--- src/rtl/fifo36_to_fifo19_pkg.sv ---
// Shared definitions for the 36-to-19 bit fifo width converter.
// Field offsets of both stream formats and the core FSM encoding.
package fifo36_to_fifo19_pkg;

  localparam int F36_W      = 36;
  localparam int F19_W      = 19;

  localparam int F36_OCC_HI = 35;
  localparam int F36_OCC_LO = 34;
  localparam int F36_EOF    = 33;
  localparam int F36_SOF    = 32;

  localparam int F19_OCC    = 18;
  localparam int F19_EOF    = 17;
  localparam int F19_SOF    = 16;

  typedef enum logic [1:0] {
    ST_IDLE  = 2'd0,
    ST_HALF0 = 2'd1,
    ST_HALF1 = 2'd2
  } state_e;

  function automatic logic [F19_W-1:0] pack19(
    input logic        occ,
    input logic        eof,
    input logic        sof,
    input logic [15:0] data
  );
    return {occ, eof, sof, data};
  endfunction

endpackage

--- src/rtl/fifo36_to_fifo19_fifo_short.sv ---
// Sixteen-entry register fifo used as the output tail buffer.
// Both handshakes depend only on the registered fill count.
module fifo_short #(
  parameter int WIDTH = 19
) (
  input  logic             clk,
  input  logic             reset,
  input  logic             clear,
  input  logic [WIDTH-1:0] datain_i,
  input  logic             src_rdy_i,
  output logic             dst_rdy_o,
  output logic [WIDTH-1:0] dataout_o,
  output logic             src_rdy_o,
  input  logic             dst_rdy_i
);

  localparam int DEPTH = 16;

  logic [WIDTH-1:0] mem_q [DEPTH];
  logic [3:0]       wr_q, wr_d;
  logic [3:0]       rd_q, rd_d;
  logic [4:0]       cnt_q, cnt_d;
  logic             wr_en;
  logic             rd_en;

  assign dst_rdy_o = (cnt_q != 5'd16);
  assign src_rdy_o = (cnt_q != 5'd0);
  assign dataout_o = mem_q[rd_q];

  assign wr_en = src_rdy_i & dst_rdy_o;
  assign rd_en = src_rdy_o & dst_rdy_i;

  always_comb begin
    wr_d  = wr_q + 4'(wr_en);
    rd_d  = rd_q + 4'(rd_en);
    cnt_d = cnt_q + 5'(wr_en) - 5'(rd_en);
  end

  always_ff @(posedge clk) begin
    if (wr_en) mem_q[wr_q] <= datain_i;
  end

  always_ff @(posedge clk) begin
    if (reset || clear) begin
      wr_q  <= '0;
      rd_q  <= '0;
      cnt_q <= '0;
    end else begin
      wr_q  <= wr_d;
      rd_q  <= rd_d;
      cnt_q <= cnt_d;
    end
  end

endmodule

--- src/rtl/fifo36_to_fifo19.sv ---
// Splits 36-bit stream words into 19-bit half-word stream beats,
// with framing checks, packet counting and a registered tail fifo.
module fifo36_to_fifo19 #(
  parameter int LE = 0
) (
  input  logic        clk,
  input  logic        reset_n,
  input  logic        clear,
  input  logic [35:0] f36_datain,
  input  logic        f36_src_rdy_i,
  output logic        f36_dst_rdy_o,
  output logic [18:0] f19_dataout,
  output logic        f19_src_rdy_o,
  input  logic        f19_dst_rdy_i,
  output logic [15:0] pkt_count,
  output logic        framing_err,
  output logic [31:0] debug
);

  import fifo36_to_fifo19_pkg::*;

  state_e            state_q, state_d;
  logic [F36_W-1:0]  word_q, word_d;
  logic              in_pkt_q, in_pkt_d;
  logic              err_q, err_d;
  logic [15:0]       cnt_q, cnt_d;

  logic              rdy36;
  logic              f36_xfer;
  logic              f19_xfer;
  logic              core_vld;
  logic              core_rdy;
  logic              last_half;
  logic [F19_W-1:0]  core_data;
  logic              fifo_rst;

  logic [1:0]        w_occ;
  logic              w_eof;
  logic              w_sof;
  logic              w_short;
  logic [15:0]       hw_first;
  logic [15:0]       hw_second;

  assign w_occ   = word_q[F36_OCC_HI:F36_OCC_LO];
  assign w_eof   = word_q[F36_EOF];
  assign w_sof   = word_q[F36_SOF];
  assign w_short = w_eof & ((w_occ == 2'd1) | (w_occ == 2'd2));

  assign hw_first  = (LE != 0) ? word_q[15:0]  : word_q[31:16];
  assign hw_second = (LE != 0) ? word_q[31:16] : word_q[15:0];

  assign f36_dst_rdy_o = rdy36 & reset_n;
  assign f36_xfer      = f36_src_rdy_i & f36_dst_rdy_o;
  assign f19_xfer      = f19_src_rdy_o & f19_dst_rdy_i;

  always_comb begin
    state_d   = state_q;
    word_d    = word_q;
    core_vld  = 1'b0;
    core_data = '0;
    last_half = 1'b0;
    rdy36     = 1'b0;
    unique case (state_q)
      ST_IDLE: rdy36 = 1'b1;
      ST_HALF0: begin
        core_vld  = 1'b1;
        last_half = w_short;
        core_data = pack19(w_eof & (w_occ == 2'd1),
                           w_short, w_sof, hw_first);
      end
      ST_HALF1: begin
        core_vld  = 1'b1;
        last_half = 1'b1;
        core_data = pack19(w_eof & (w_occ == 2'd3),
                           w_eof, 1'b0, hw_second);
      end
      default: ;
    endcase
    if (core_vld && core_rdy) begin
      if (last_half) rdy36 = 1'b1;
      else           state_d = ST_HALF1;
    end
    // refill straight into HALF0 so the output never bubbles
    if (rdy36) begin
      state_d = f36_src_rdy_i ? ST_HALF0 : ST_IDLE;
      if (f36_src_rdy_i) word_d = f36_datain;
    end
    if (clear) state_d = ST_IDLE;
  end

  always_comb begin
    in_pkt_d = in_pkt_q;
    err_d    = err_q;
    if (f36_xfer) begin
      if (f36_datain[F36_SOF] == in_pkt_q) err_d = 1'b1;
      in_pkt_d = ~f36_datain[F36_EOF];
    end
    if (clear) begin
      in_pkt_d = 1'b0;
      err_d    = 1'b0;
    end
  end

  assign cnt_d = cnt_q + 16'(f19_xfer & f19_dataout[F19_EOF]);

  always_ff @(posedge clk) begin
    if (!reset_n) begin
      state_q  <= ST_IDLE;
      word_q   <= '0;
      in_pkt_q <= 1'b0;
      err_q    <= 1'b0;
      cnt_q    <= '0;
    end else begin
      state_q  <= state_d;
      word_q   <= word_d;
      in_pkt_q <= in_pkt_d;
      err_q    <= err_d;
      cnt_q    <= cnt_d;
    end
  end

  assign fifo_rst = ~reset_n;

  fifo_short #(
    .WIDTH(F19_W)
  ) u_tail (
    .clk      (clk),
    .reset    (fifo_rst),
    .clear    (clear),
    .datain_i (core_data),
    .src_rdy_i(core_vld),
    .dst_rdy_o(core_rdy),
    .dataout_o(f19_dataout),
    .src_rdy_o(f19_src_rdy_o),
    .dst_rdy_i(f19_dst_rdy_i)
  );

  assign pkt_count   = cnt_q;
  assign framing_err = err_q;
  assign debug       = {29'b0, err_q, state_q};

endmodule

--- config.mk ---
export PLATFORM = sky130hd
export DESIGN_NAME = fifo36_to_fifo19
export DESIGN_NICKNAME = d
export VERILOG_FILES = /design/src/rtl/fifo36_to_fifo19_pkg.sv /design/src/rtl/fifo36_to_fifo19_fifo_short.sv /design/src/rtl/fifo36_to_fifo19.sv
export SDC_FILE = /design/constraint.sdc
export NUM_CORES = 1
export LEC_CHECK = 0
export ABC_AREA = 1
export BUFFER_PORTS_ARGS = -buffer_cell sky130_fd_sc_hd__buf_2
export CAP_MARGIN = 20
export CORE_UTILIZATION = 30
export CTS_BUF_LIST = sky130_fd_sc_hd__clkbuf_8
export CTS_CLUSTER_DIAMETER = 80
export CTS_CLUSTER_SIZE = 16
export DETAILED_ROUTE_END_ITERATION = 8
export PLACE_DENSITY = 0.52
export SLEW_MARGIN = 0
export SYNTH_ARGS = -nofsm -noshare
export SYNTH_HDL_FRONTEND = slang
export SYNTH_SLANG_ARGS = --single-unit
--- constraint.sdc ---
create_clock -name clk -period 2.4 [get_ports clk]
set_input_delay 0.24 -clock clk [delete_from_list [all_inputs] [get_ports clk]]
set_output_delay 0.24 -clock clk [all_outputs]
set_load 0.02 [all_outputs]
==> impl_results.html, run 1 <==
<table>
<tr><th>Metric</th><th>Value</th></tr>
<tr><th colspan="2">Status</th></tr>
<tr><td>Status</td><td>completed</td></tr>
<tr><th colspan="2">Yosys</th></tr>
<tr><td>Synth Register Bits</td><td>373</td></tr>
<tr><td>Library cell occupying the most area in the post-synthesis netlist</td><td>edfxtp_1</td></tr>
<tr><td>Number of standard cells after synthesis</td><td>1449</td></tr>
<tr><td>Sequential fraction of the synthesis area</td><td>0.665</td></tr>
<tr><td>Mapped Area</td><td>0.0158 sq mm</td></tr>
<tr><td>Number of synthesis warnings</td><td>0</td></tr>
<tr><td>Portion of synthesized cell area occupied by the leading cell type</td><td>0.578</td></tr>
<tr><td>Largest cells by area after synthesis</td><td>edfxtp_1 (58%), dfxtp_1 (8.7%), nand2_1 (5.5%), nand3_1 (5.2%), inv_1 (4.8%)</td></tr>
<tr><td>Post-Synthesis Mean Instance Area</td><td>10.9 sq um</td></tr>
<tr><td>Number of unique standard cell types used by synthesis</td><td>32</td></tr>
<tr><th colspan="2">Clock tree</th></tr>
<tr><td>CTS tree</td><td>done</td></tr>
<tr><td>Htree depth</td><td>1</td></tr>
<tr><td>TritonCTS Sinks</td><td>between 300 and 400</td></tr>
<tr><td>CTS buffer count</td><td>27</td></tr>
<tr><td>Root buffer cell</td><td>clkbuf_8</td></tr>
<tr><td>Insertion delay of the later-clocked pin in the worst-skew pair</td><td>620 ps</td></tr>
<tr><td>Maximum clock path buffer count</td><td>3</td></tr>
<tr><td>Clock-pin slew of the registers on the worst-case setup and hold paths</td><td>110 ps</td></tr>
<tr><th colspan="2">Routing</th></tr>
<tr><td>DR pass1 iterations</td><td>5</td></tr>
<tr><td>Per-cell routed wire length</td><td>~18 microns</td></tr>
<tr><td>Met1 Routed Length</td><td>19900 microns</td></tr>
<tr><td>Drt first-iter violations</td><td>between 700 and 800</td></tr>
<tr><td>Number of remaining DRC errors</td><td>0</td></tr>
<tr><td>Total wire length</td><td>42700 microns</td></tr>
<tr><td>Total met2 wirelength after detailed routing</td><td>about 20000 microns</td></tr>
<tr><td>Highest routed metal layer</td><td>met4</td></tr>
<tr><td>Number of vias in the routed layout</td><td>10917</td></tr>
<tr><td>Number of nets still failing antenna checks after routing</td><td>0</td></tr>
<tr><td>Met3 routed WL</td><td>1980 microns</td></tr>
<tr><td>Drt via density</td><td>about 4.7</td></tr>
<tr><th colspan="2">Placed design</th></tr>
<tr><td>Placed standard-cell area</td><td>0.0172 sq mm</td></tr>
<tr><td>Final Wtd Congestion</td><td>0.779</td></tr>
<tr><td>Placed Instances</td><td>2197</td></tr>
<tr><td>Buffers added on ports</td><td>81</td></tr>
<tr><td>HPWL after detailed placement</td><td>about 23000 microns</td></tr>
<tr><th colspan="2">Layout</th></tr>
<tr><td>Filler Cells Inserted</td><td>5129</td></tr>
<tr><td>Final std cells w/o fill</td><td>2320</td></tr>
<tr><td>ANT cells</td><td>0</td></tr>
<tr><td>Total Nets Final</td><td>1680</td></tr>
<tr><td>Area of all placed cells without fillers</td><td>~0.019 sq mm</td></tr>
<tr><td>Commonest non-fill, non-tap cell in the layout</td><td>edfxtp_1</td></tr>
<tr><td>Share of final-layout standard cells stronger than drive strength 1</td><td>0.184</td></tr>
<tr><td>Area added between synthesis and finish</td><td>21.1%</td></tr>
<tr><td>Sequential Area</td><td>0.0105 sq mm</td></tr>
<tr><td>Final core occ</td><td>0.370</td></tr>
<tr><td>Leading cell types in the layout, fill and taps excluded</td><td>edfxtp_1 (304), inv_1 (220), nand2_1 (217)</td></tr>
<tr><td>Total area of multi-input combinational cells</td><td>0.00428 sq mm</td></tr>
<tr><th colspan="2">Worst setup path</th></tr>
<tr><td>Data arrival time at the worst-slack endpoint</td><td>2120 ps</td></tr>
<tr><td>Setup slack, reg-to-reg</td><td>70 ps</td></tr>
<tr><td>Critical setup path kind</td><td>flip-flop to primary output</td></tr>
<tr><td>End of the critical path</td><td>f19_dataout[9]</td></tr>
<tr><td>Required time of the worst setup path</td><td>2160 ps</td></tr>
<tr><td>Critical path peak fanout</td><td>24</td></tr>
<tr><td>Worst R2R Start</td><td>u_tail.rd_q[0]</td></tr>
<tr><td>Worst reg-to-reg path cell count</td><td>16</td></tr>
<tr><td>Endpoint class of the critical path</td><td>primary output</td></tr>
<tr><td>Timing startpoint of the critical path</td><td>u_tail.rd_q[0]</td></tr>
<tr><td>Critical R2R Capture</td><td>pkt_count[10]</td></tr>
<tr><td>Type of element launching the critical path</td><td>flip-flop</td></tr>
<tr><th colspan="2">Job</th></tr>
<tr><td>Max_cap viols</td><td>0</td></tr>
<tr><th colspan="2">Power and ir drop</th></tr>
<tr><td>Static leakage power</td><td>7.19 nW</td></tr>
<tr><td>Total power</td><td>12.7 mW</td></tr>
<tr><td>Power density over cell area</td><td>665 mW/mm^2</td></tr>
<tr><td>Maximum vdd drop</td><td>0.000417 V</td></tr>
<tr><th colspan="2">Floorplan</th></tr>
<tr><td>Die height</td><td>~230 microns</td></tr>
<tr><td>Initial Utilization</td><td>0.305</td></tr>
<tr><td>Core footprint</td><td>~0.052 sq mm</td></tr>
<tr><td>Placement Rows</td><td>83</td></tr>
<tr><td>Chip width</td><td>231 microns</td></tr>
<tr><td>Num ports</td><td>~110</td></tr>
<tr><td>Die area</td><td>between 0.05 and 0.06 sq mm</td></tr>
<tr><th colspan="2">STA</th></tr>
<tr><td>Final critical-path required period</td><td>2360 ps</td></tr>
<tr><td>Maximum clock frequency</td><td>424 MHz</td></tr>
<tr><td>Measured slew at the worst slew-check pin</td><td>745 ps</td></tr>
<tr><td>Max-Slew Margin vs Limit</td><td>0.503</td></tr>
<tr><td>Total of endpoints with negative setup slack in the final report</td><td>0</td></tr>
<tr><td>Setup repair after global routing missed its margin</td><td>yes</td></tr>
<tr><td>Final setup skew</td><td>34.0 ps</td></tr>
<tr><td>Final max-slew violation count</td><td>0</td></tr>
<tr><td>Share of the cycle needed by the critical path after routing</td><td>0.983</td></tr>
<tr><td>Final Hold Violating Endpoints</td><td>0</td></tr>
<tr><th colspan="2">Global routing</th></tr>
<tr><td>Vias in the first global route</td><td>9985</td></tr>
<tr><td>Number of antenna violations at the first check in global routing</td><td>0</td></tr>
<tr><td>Overall Global Routing Usage</td><td>0.150</td></tr>
<tr><td>Maximum number of pins on one net before global-route repair</td><td>89</td></tr>
<tr><td>First-pass GRT wire length</td><td>60900 microns</td></tr>
<tr><td>Remaining Overflow, GRT</td><td>0</td></tr>
<tr><th colspan="2">Worst hold path</th></tr>
<tr><td>Classification of the worst-slack hold path</td><td>primary input to flip-flop</td></tr>
</table>
-- report_power, final --
group	internal, mW	total, mW	switching [mW]
clock network	1.07	3.13	2.06
registers	7.00	7.09	0.0853
logic	1.11	2.51	1.40
total	9.18	12.7	3.55
-- cell type report --
class | count | area share
Clock buffer | 27 | 0.0194
Clock inverter | 21 | 0.00497
Inverter | 207 | 0.0406
Multi-Input combinational cell | 787 | 0.224
Sequential cell | 373 | 0.550
Tap cell | 680 | 0.0445
Timing Repair Buffer | 225 | 0.117
-- synth_stat cells --
| library cell | count |
|---|---|
| nor2_1 | 42 |
| nor3_2 | 2 |
| a21oi_1 | 110 |
| buf_4 | 44 |
| o21ai_0 | 84 |
| and3_1 | 1 |
| inv_1 | 204 |
| clkinv_1 | 2 |
| nor4_1 | 1 |
| dfxtp_1 | 69 |
| ha_1 | 17 |
| a211oi_1 | 2 |
| conb_1 | 1 |
| buf_6 | 5 |
| o211ai_1 | 78 |
| nand2_2 | 2 |
| buf_1 | 8 |
| nand4_1 | 6 |
| nand3_2 | 1 |
| xnor2_1 | 5 |
| nor3_1 | 4 |
| o21ai_1 | 1 |
| clkbuf_1 | 26 |
| o21a_1 | 1 |
| inv_2 | 1 |
| nand3b_1 | 2 |
| xor2_1 | 2 |
| nand2_1 | 231 |
| edfxtp_1 | 304 |
| fa_1 | 1 |
| buf_2 | 27 |
| nand3_1 | 165 |
-- worst min-delay path by stage --
stage	start	endpoint	slack, ps	cells past startpoint
global route	f19_dst_rdy_i	u_tail.rd_q[0]	200	6
detailed placement	f36_datain[0]	word_q[0]	430	3
CTS	f19_dst_rdy_i	u_tail.rd_q[0]	140	6
floorplan	f36_datain[0]	word_q[0]	340	2
global placement	f36_datain[3]	word_q[3]	430	3
finish	f19_dst_rdy_i	u_tail.rd_q[0]	180	6
-- flip-flops by register name (all words and copies together), names as in the netlist --
name          cells
u_tail.cnt_q      5
framing_err       1
u_tail.wr_q       4
u_tail.rd_q       4
in_pkt_q          1
u_tail.mem_q    304
word_q           36
pkt_count        16
state_q           2
-- layer usage --
metal	track usage	vias up
met5	0	-
met1	0.212	5329
li1	-	5261
met4	0.0286	0
met3	0.0203	48
met2	0.245	279
-- worst max-delay path: stages, from the launching register on --
cell and delay [ps]:
dfxtp_4 460, buf_4 200, clkbuf_16 220, nand2_1 70, o211ai_1 80, nand3_1 130, nand3_1 90, nand2_1 70
buf_2 160
-- per-stage QoR --
step	setup TNS, ps	worst slack, ps	hold WS (ps)
final	0	40.5	178
after global routing	-837	-75.9	202
after CTS	-232	-40.2	143
after detailed placement	0	19.1	430
after global placement	0	90.0	428
after floorplan	-19230	-63.3	343
-- cell families after synthesis --
family          count (synthesis)  share of synthesized area
simple gates                  457                      0.125
fa+ha+maj                      18                     0.0147
other cells                     1                   0.000237
buf+inv                       317                     0.0903
compound gates                276                      0.100
xor+xnor                        7                    0.00388
flops                         373                      0.665
-- repair_timing --
item | 4_1_cts | 5_1_grt
hold buffers | 40 | 0
setup buffers | 10 | 6
endpoints found under the hold margin | 42 | 0
endpoints found under the setup margin | 19 | 151
pin swaps | 23 | 41
resized for setup | 84 | 54
cloned | 7 | 9
Power figures use the tool's default switching activity.
==> inputs of run 2 (changes only) <==
--- a/config.mk
+++ b/config.mk
@@ -7,13 +7,14 @@
 export LEC_CHECK = 0
 export ABC_AREA = 1
 export BUFFER_PORTS_ARGS = -buffer_cell sky130_fd_sc_hd__buf_2
-export CAP_MARGIN = 20
 export CORE_UTILIZATION = 30
 export CTS_BUF_LIST = sky130_fd_sc_hd__clkbuf_8
 export CTS_CLUSTER_DIAMETER = 80
 export CTS_CLUSTER_SIZE = 16
 export DETAILED_ROUTE_END_ITERATION = 8
+export GPL_TIMING_DRIVEN = 0
 export PLACE_DENSITY = 0.52
+export SETUP_SLACK_MARGIN = 0.2
 export SLEW_MARGIN = 0
 export SYNTH_ARGS = -nofsm -noshare
 export SYNTH_HDL_FRONTEND = slang
==> run 2 against run 1 <==
Largest power group unchanged. Setup slack worse by 240 ps. Routed wire length increased by 14%. Register-to-register slack worse by 270 ps. Sequential power is essentially flat. Clock-buffer cell count grew 2. Critical path depth rose by 9. Global-route usage rose by 2.9 points. Critical path type is now flip-flop to flip-flop. Non-clock buffer count grew 109. The flow now finishes with violations (setup timing). Largest cell class unchanged. Combinational power up 39%.
==> impl_results.html, run 2 (synthesis gave the netlist of run 1 again) <==
<table>
<tr><th>Metric</th><th>Value</th></tr>
<tr><th colspan="2">Placed design</th></tr>
<tr><td>HPWL after detailed placement</td><td>31100 microns (was 22800 microns)</td></tr>
<tr><td>Final Wtd Congestion</td><td>0.825 (was 0.779)</td></tr>
<tr><td>Buffers added on ports</td><td>81 (unchanged)</td></tr>
<tr><th colspan="2">Layout</th></tr>
<tr><td>Register with the most flip-flops</td><td>u_tail.mem_q (unchanged)</td></tr>
<tr><td>Leading cell types in the layout, fill and taps excluded</td><td>edfxtp_1 (304), inv_1 (206), nand2_1 (200) (was edfxtp_1 (304), inv_1 (220), nand2_1 (217))</td></tr>
<tr><td>Total Nets Final</td><td>1790 (was 1680)</td></tr>
<tr><td>Share of final-layout standard cells stronger than drive strength 1</td><td>0.278 (was 0.184)</td></tr>
<tr><td>Filler Cells Inserted</td><td>4886 (was 5129)</td></tr>
<tr><td>Area added between synthesis and finish</td><td>34.1% (was 21.1%)</td></tr>
<tr><td>Flip-flop count of the largest register, all copies and words added</td><td>304 (unchanged)</td></tr>
<tr><td>Commonest non-fill, non-tap cell in the layout</td><td>edfxtp_1 (unchanged)</td></tr>
<tr><th colspan="2">Power and ir drop</th></tr>
<tr><td>Static leakage power</td><td>7.98 nW (was 7.19 nW)</td></tr>
<tr><td>Maximum vdd drop</td><td>0.000405 V (was 0.000417 V)</td></tr>
<tr><td>Total power</td><td>13.8 mW (was 12.7 mW)</td></tr>
<tr><td>Power density over cell area</td><td>651 mW/mm^2 (was 665 mW/mm^2)</td></tr>
<tr><th colspan="2">Routing</th></tr>
<tr><td>Total wire length</td><td>48800 microns (was 42700 microns)</td></tr>
<tr><td>Number of nets still failing antenna checks after routing</td><td>0 (unchanged)</td></tr>
<tr><td>Drt via density</td><td>4.82 (was 4.71)</td></tr>
<tr><td>DR pass1 iterations</td><td>5 (unchanged)</td></tr>
<tr><td>Number of remaining DRC errors</td><td>0 (unchanged)</td></tr>
<tr><td>Number of vias in the routed layout</td><td>11685 (was 10917)</td></tr>
<tr><td>Drt first-iter violations</td><td>985 (was 751)</td></tr>
<tr><td>Per-cell routed wire length</td><td>20.1 microns (was 18.4 microns)</td></tr>
<tr><th colspan="2">STA</th></tr>
<tr><td>Slack of the critical path</td><td>-204 ps (was 40.5 ps)</td></tr>
<tr><td>Share of the cycle needed by the critical path after routing</td><td>1.09 (was 0.983)</td></tr>
<tr><td>Aggregate negative setup slack</td><td>-3480 ps (was 0 ps)</td></tr>
<tr><td>Max-Slew Margin vs Limit</td><td>0.386 (was 0.503)</td></tr>
<tr><td>Final max-slew violation count</td><td>0 (unchanged)</td></tr>
<tr><td>Final setup skew</td><td>26.7 ps (was 34.0 ps)</td></tr>
<tr><td>Setup repair after global routing missed its margin</td><td>yes (unchanged)</td></tr>
<tr><td>Maximum clock frequency</td><td>384 MHz (was 424 MHz)</td></tr>
<tr><td>Final critical-path required period</td><td>2600 ps (was 2360 ps)</td></tr>
<tr><td>Final Hold Violating Endpoints</td><td>0 (unchanged)</td></tr>
<tr><td>Measured slew at the worst slew-check pin</td><td>921 ps (was 745 ps)</td></tr>
<tr><td>Total of endpoints with negative setup slack in the final report</td><td>31 (was 0)</td></tr>
<tr><th colspan="2">Clock tree</th></tr>
<tr><td>Maximum clock path buffer count</td><td>3 (unchanged)</td></tr>
<tr><td>TritonCTS Sinks</td><td>373 (unchanged)</td></tr>
<tr><td>Clock-pin slew of the registers on the worst-case setup and hold paths</td><td>100 ps (was 110 ps)</td></tr>
<tr><td>Insertion delay of the later-clocked pin in the worst-skew pair</td><td>610 ps (was 620 ps)</td></tr>
<tr><td>Htree depth</td><td>1 (unchanged)</td></tr>
<tr><td>CTS buffer count</td><td>28 (was 27)</td></tr>
<tr><td>CTS tree</td><td>done (unchanged)</td></tr>
<tr><td>Root buffer cell</td><td>clkbuf_8 (unchanged)</td></tr>
<tr><th colspan="2">Global routing</th></tr>
<tr><td>Number of antenna violations at the first check in global routing</td><td>1 (was 0)</td></tr>
<tr><td>Maximum number of pins on one net before global-route repair</td><td>18 (was 89)</td></tr>
<tr><td>Remaining Overflow, GRT</td><td>0 (unchanged)</td></tr>
<tr><td>First-pass GRT wire length</td><td>71600 microns (was 60900 microns)</td></tr>
<tr><td>Vias in the first global route</td><td>11393 (was 9985)</td></tr>
<tr><td>Overall Global Routing Usage</td><td>0.179 (was 0.150)</td></tr>
<tr><th colspan="2">Floorplan</th></tr>
<tr><td>Die area</td><td>0.0536 sq mm (unchanged)</td></tr>
<tr><td>Core footprint</td><td>0.0517 sq mm (unchanged)</td></tr>
<tr><td>Die height</td><td>231 microns (unchanged)</td></tr>
<tr><td>Chip width</td><td>231 microns (unchanged)</td></tr>
<tr><td>Num ports</td><td>111 (unchanged)</td></tr>
<tr><td>Initial Utilization</td><td>0.305 (unchanged)</td></tr>
<tr><td>Placement Rows</td><td>83 (unchanged)</td></tr>
<tr><th colspan="2">Job</th></tr>
<tr><td>Max_cap viols</td><td>0 (unchanged)</td></tr>
<tr><th colspan="2">Worst setup path</th></tr>
<tr><td>Worst path cell trace</td><td>buf_12 -&gt; buf_12 -&gt; buf_12 -&gt; a21oi_2 -&gt; o21ai_1 -&gt; nand3_1 -&gt; nand3_2 -&gt; a21oi_4 -&gt; ha_4 -&gt; ha_4 -&gt; nand3_4 -&gt; nor3_4 -&gt; buf_6 -&gt; buf_6 -&gt; nand3_2 -&gt; nand2_1 -&gt; a21oi_1 (was buf_4 -&gt; clkbuf_16 -&gt; nand2_1 -&gt; o211ai_1 -&gt; nand3_1 -&gt; nand3_1 -&gt; nand2_1 -&gt; buf_2)</td></tr>
<tr><td>Max stage delay cell, worst path</td><td>dfxtp_4 (unchanged)</td></tr>
<tr><td>Largest stage delay on the critical path</td><td>380 ps (was 460 ps)</td></tr>
<tr><td>Data arrival time at the worst-slack endpoint</td><td>3100 ps (was 2120 ps)</td></tr>
<tr><td>Critical setup path kind</td><td>flip-flop to flip-flop (was flip-flop to primary output)</td></tr>
<tr><td>Critical path peak fanout</td><td>6 (was 24)</td></tr>
<tr><td>Most used cell, CP</td><td>buf_12</td></tr>
<tr><td>Endpoint class of the critical path</td><td>flip-flop (was primary output)</td></tr>
<tr><td>Required time of the worst setup path</td><td>2890 ps (was 2160 ps)</td></tr>
<tr><td>Type of element launching the critical path</td><td>flip-flop (unchanged)</td></tr>
<tr><th colspan="2">Status</th></tr>
<tr><td>Violated checks</td><td>setup timing</td></tr>
<tr><td>Status</td><td>finished, violations left (was completed)</td></tr>
<tr><th colspan="2">Worst hold path</th></tr>
<tr><td>Classification of the worst-slack hold path</td><td>primary input to flip-flop (unchanged)</td></tr>
</table>
run 2: cell types whose count changed in the layout (fill, tap and decap cells not counted), moves of 16 or more:
cell,before,now
nor2_2,17,1
buf_12,14,50
nand2_1,217,200
a21oi_1,96,71
nand3_1,148,125
buf_6,13,39
nand2_2,15,32
o21ai_1,15,45
nor2_4,0,17
o21ai_0,70,35
run 2: worst paths after layout:
path,start,endpoint,slack [ps],cells past startpoint
worst max-delay path,u_tail.rd_q[0],pkt_count[14],-200,17
worst min-delay path,reset_n,pkt_count[13],50,3
worst max register to register,u_tail.rd_q[0],pkt_count[14],-200,17
worst min register to register,word_q[32],word_q[32],480,2
run 2: power by group:
| part | internal [mW] | switching [mW] | total [mW] | leakage [nW] |
|---|---|---|---|---|
| Combinational | 1.72 | 1.77 | 3.49 | 4.36 |
| Clock | 1.13 | 2.11 | 3.25 | 0.283 |
| Sequential | 7.00 | 0.0677 | 7.07 | 3.34 |
| Total | 9.85 | 3.95 | 13.8 | 7.98 |
run 2: stage by stage:
step / area (sq um) / util / setup slack (ps) / instances / hold WS (ps)
final: 21200 / 0.410 / -204 / 2425 / 49.1
after floorplan: 16000 / - / -63.3 / 1477 / 343
after detailed placement: 17600 / 0.340 / -571 / 2254 / 433
after CTS: 20700 / 0.400 / -229 / 2403 / 8.25
after global routing: 21200 / 0.410 / -342 / 2424 / 39.3
after global placement: 17200 / 0.333 / -1280 / 2238 / 432
run 2: metal layers:
| layer | vias up | share of wire | GRT usage | routed length, microns |
|---|---|---|---|---|
| li1 | 5487 | - | - | - |
| met1 | 5664 | 0.41 | 0.234 | 20200 |
| met2 | 460 | 0.49 | 0.307 | 23900 |
| met3 | 74 | 0.070 | 0.0278 | 3430 |
| met4 | 0 | 0.027 | 0.0495 | 1310 |
| met5 | - | 0 | 0 | 0 |
run 2: timing repair:
item / CTS / global route
pin swaps: 137 / 64
gates cloned: 12 / 4
buffers inserted: 57 / 17
hold endpoints to repair: 38 / 0
endpoints found under the setup margin: 580 / 432
hold buffers: 37 / 0
resized for setup: 371 / 58
run 2: worst max-delay path, delay by kind of cell (launching register included):
family                     cells  cell delay [ps]
DFF                            1              380
adders and majority gates      2              310
buffers and inverters          5              650
AOI/OAI and AO/OA              4              450
and+or+nand+nor                6              690
run 2: final cells by class:
cell class	count	area, sq um	share of cell area
Inverter	207	781	0.0368
Clock buffer	29	399	0.0188
Clock inverter	14	75.1	0.00354
Multi-Input combinational cell	787	4820	0.227
Sequential cell	373	10500	0.496
Buffer	110	1160	0.0546
Tap cell	680	851	0.0402
Antenna cell	1	2.50	0.000118
Timing Repair Buffer	224	2590	0.122
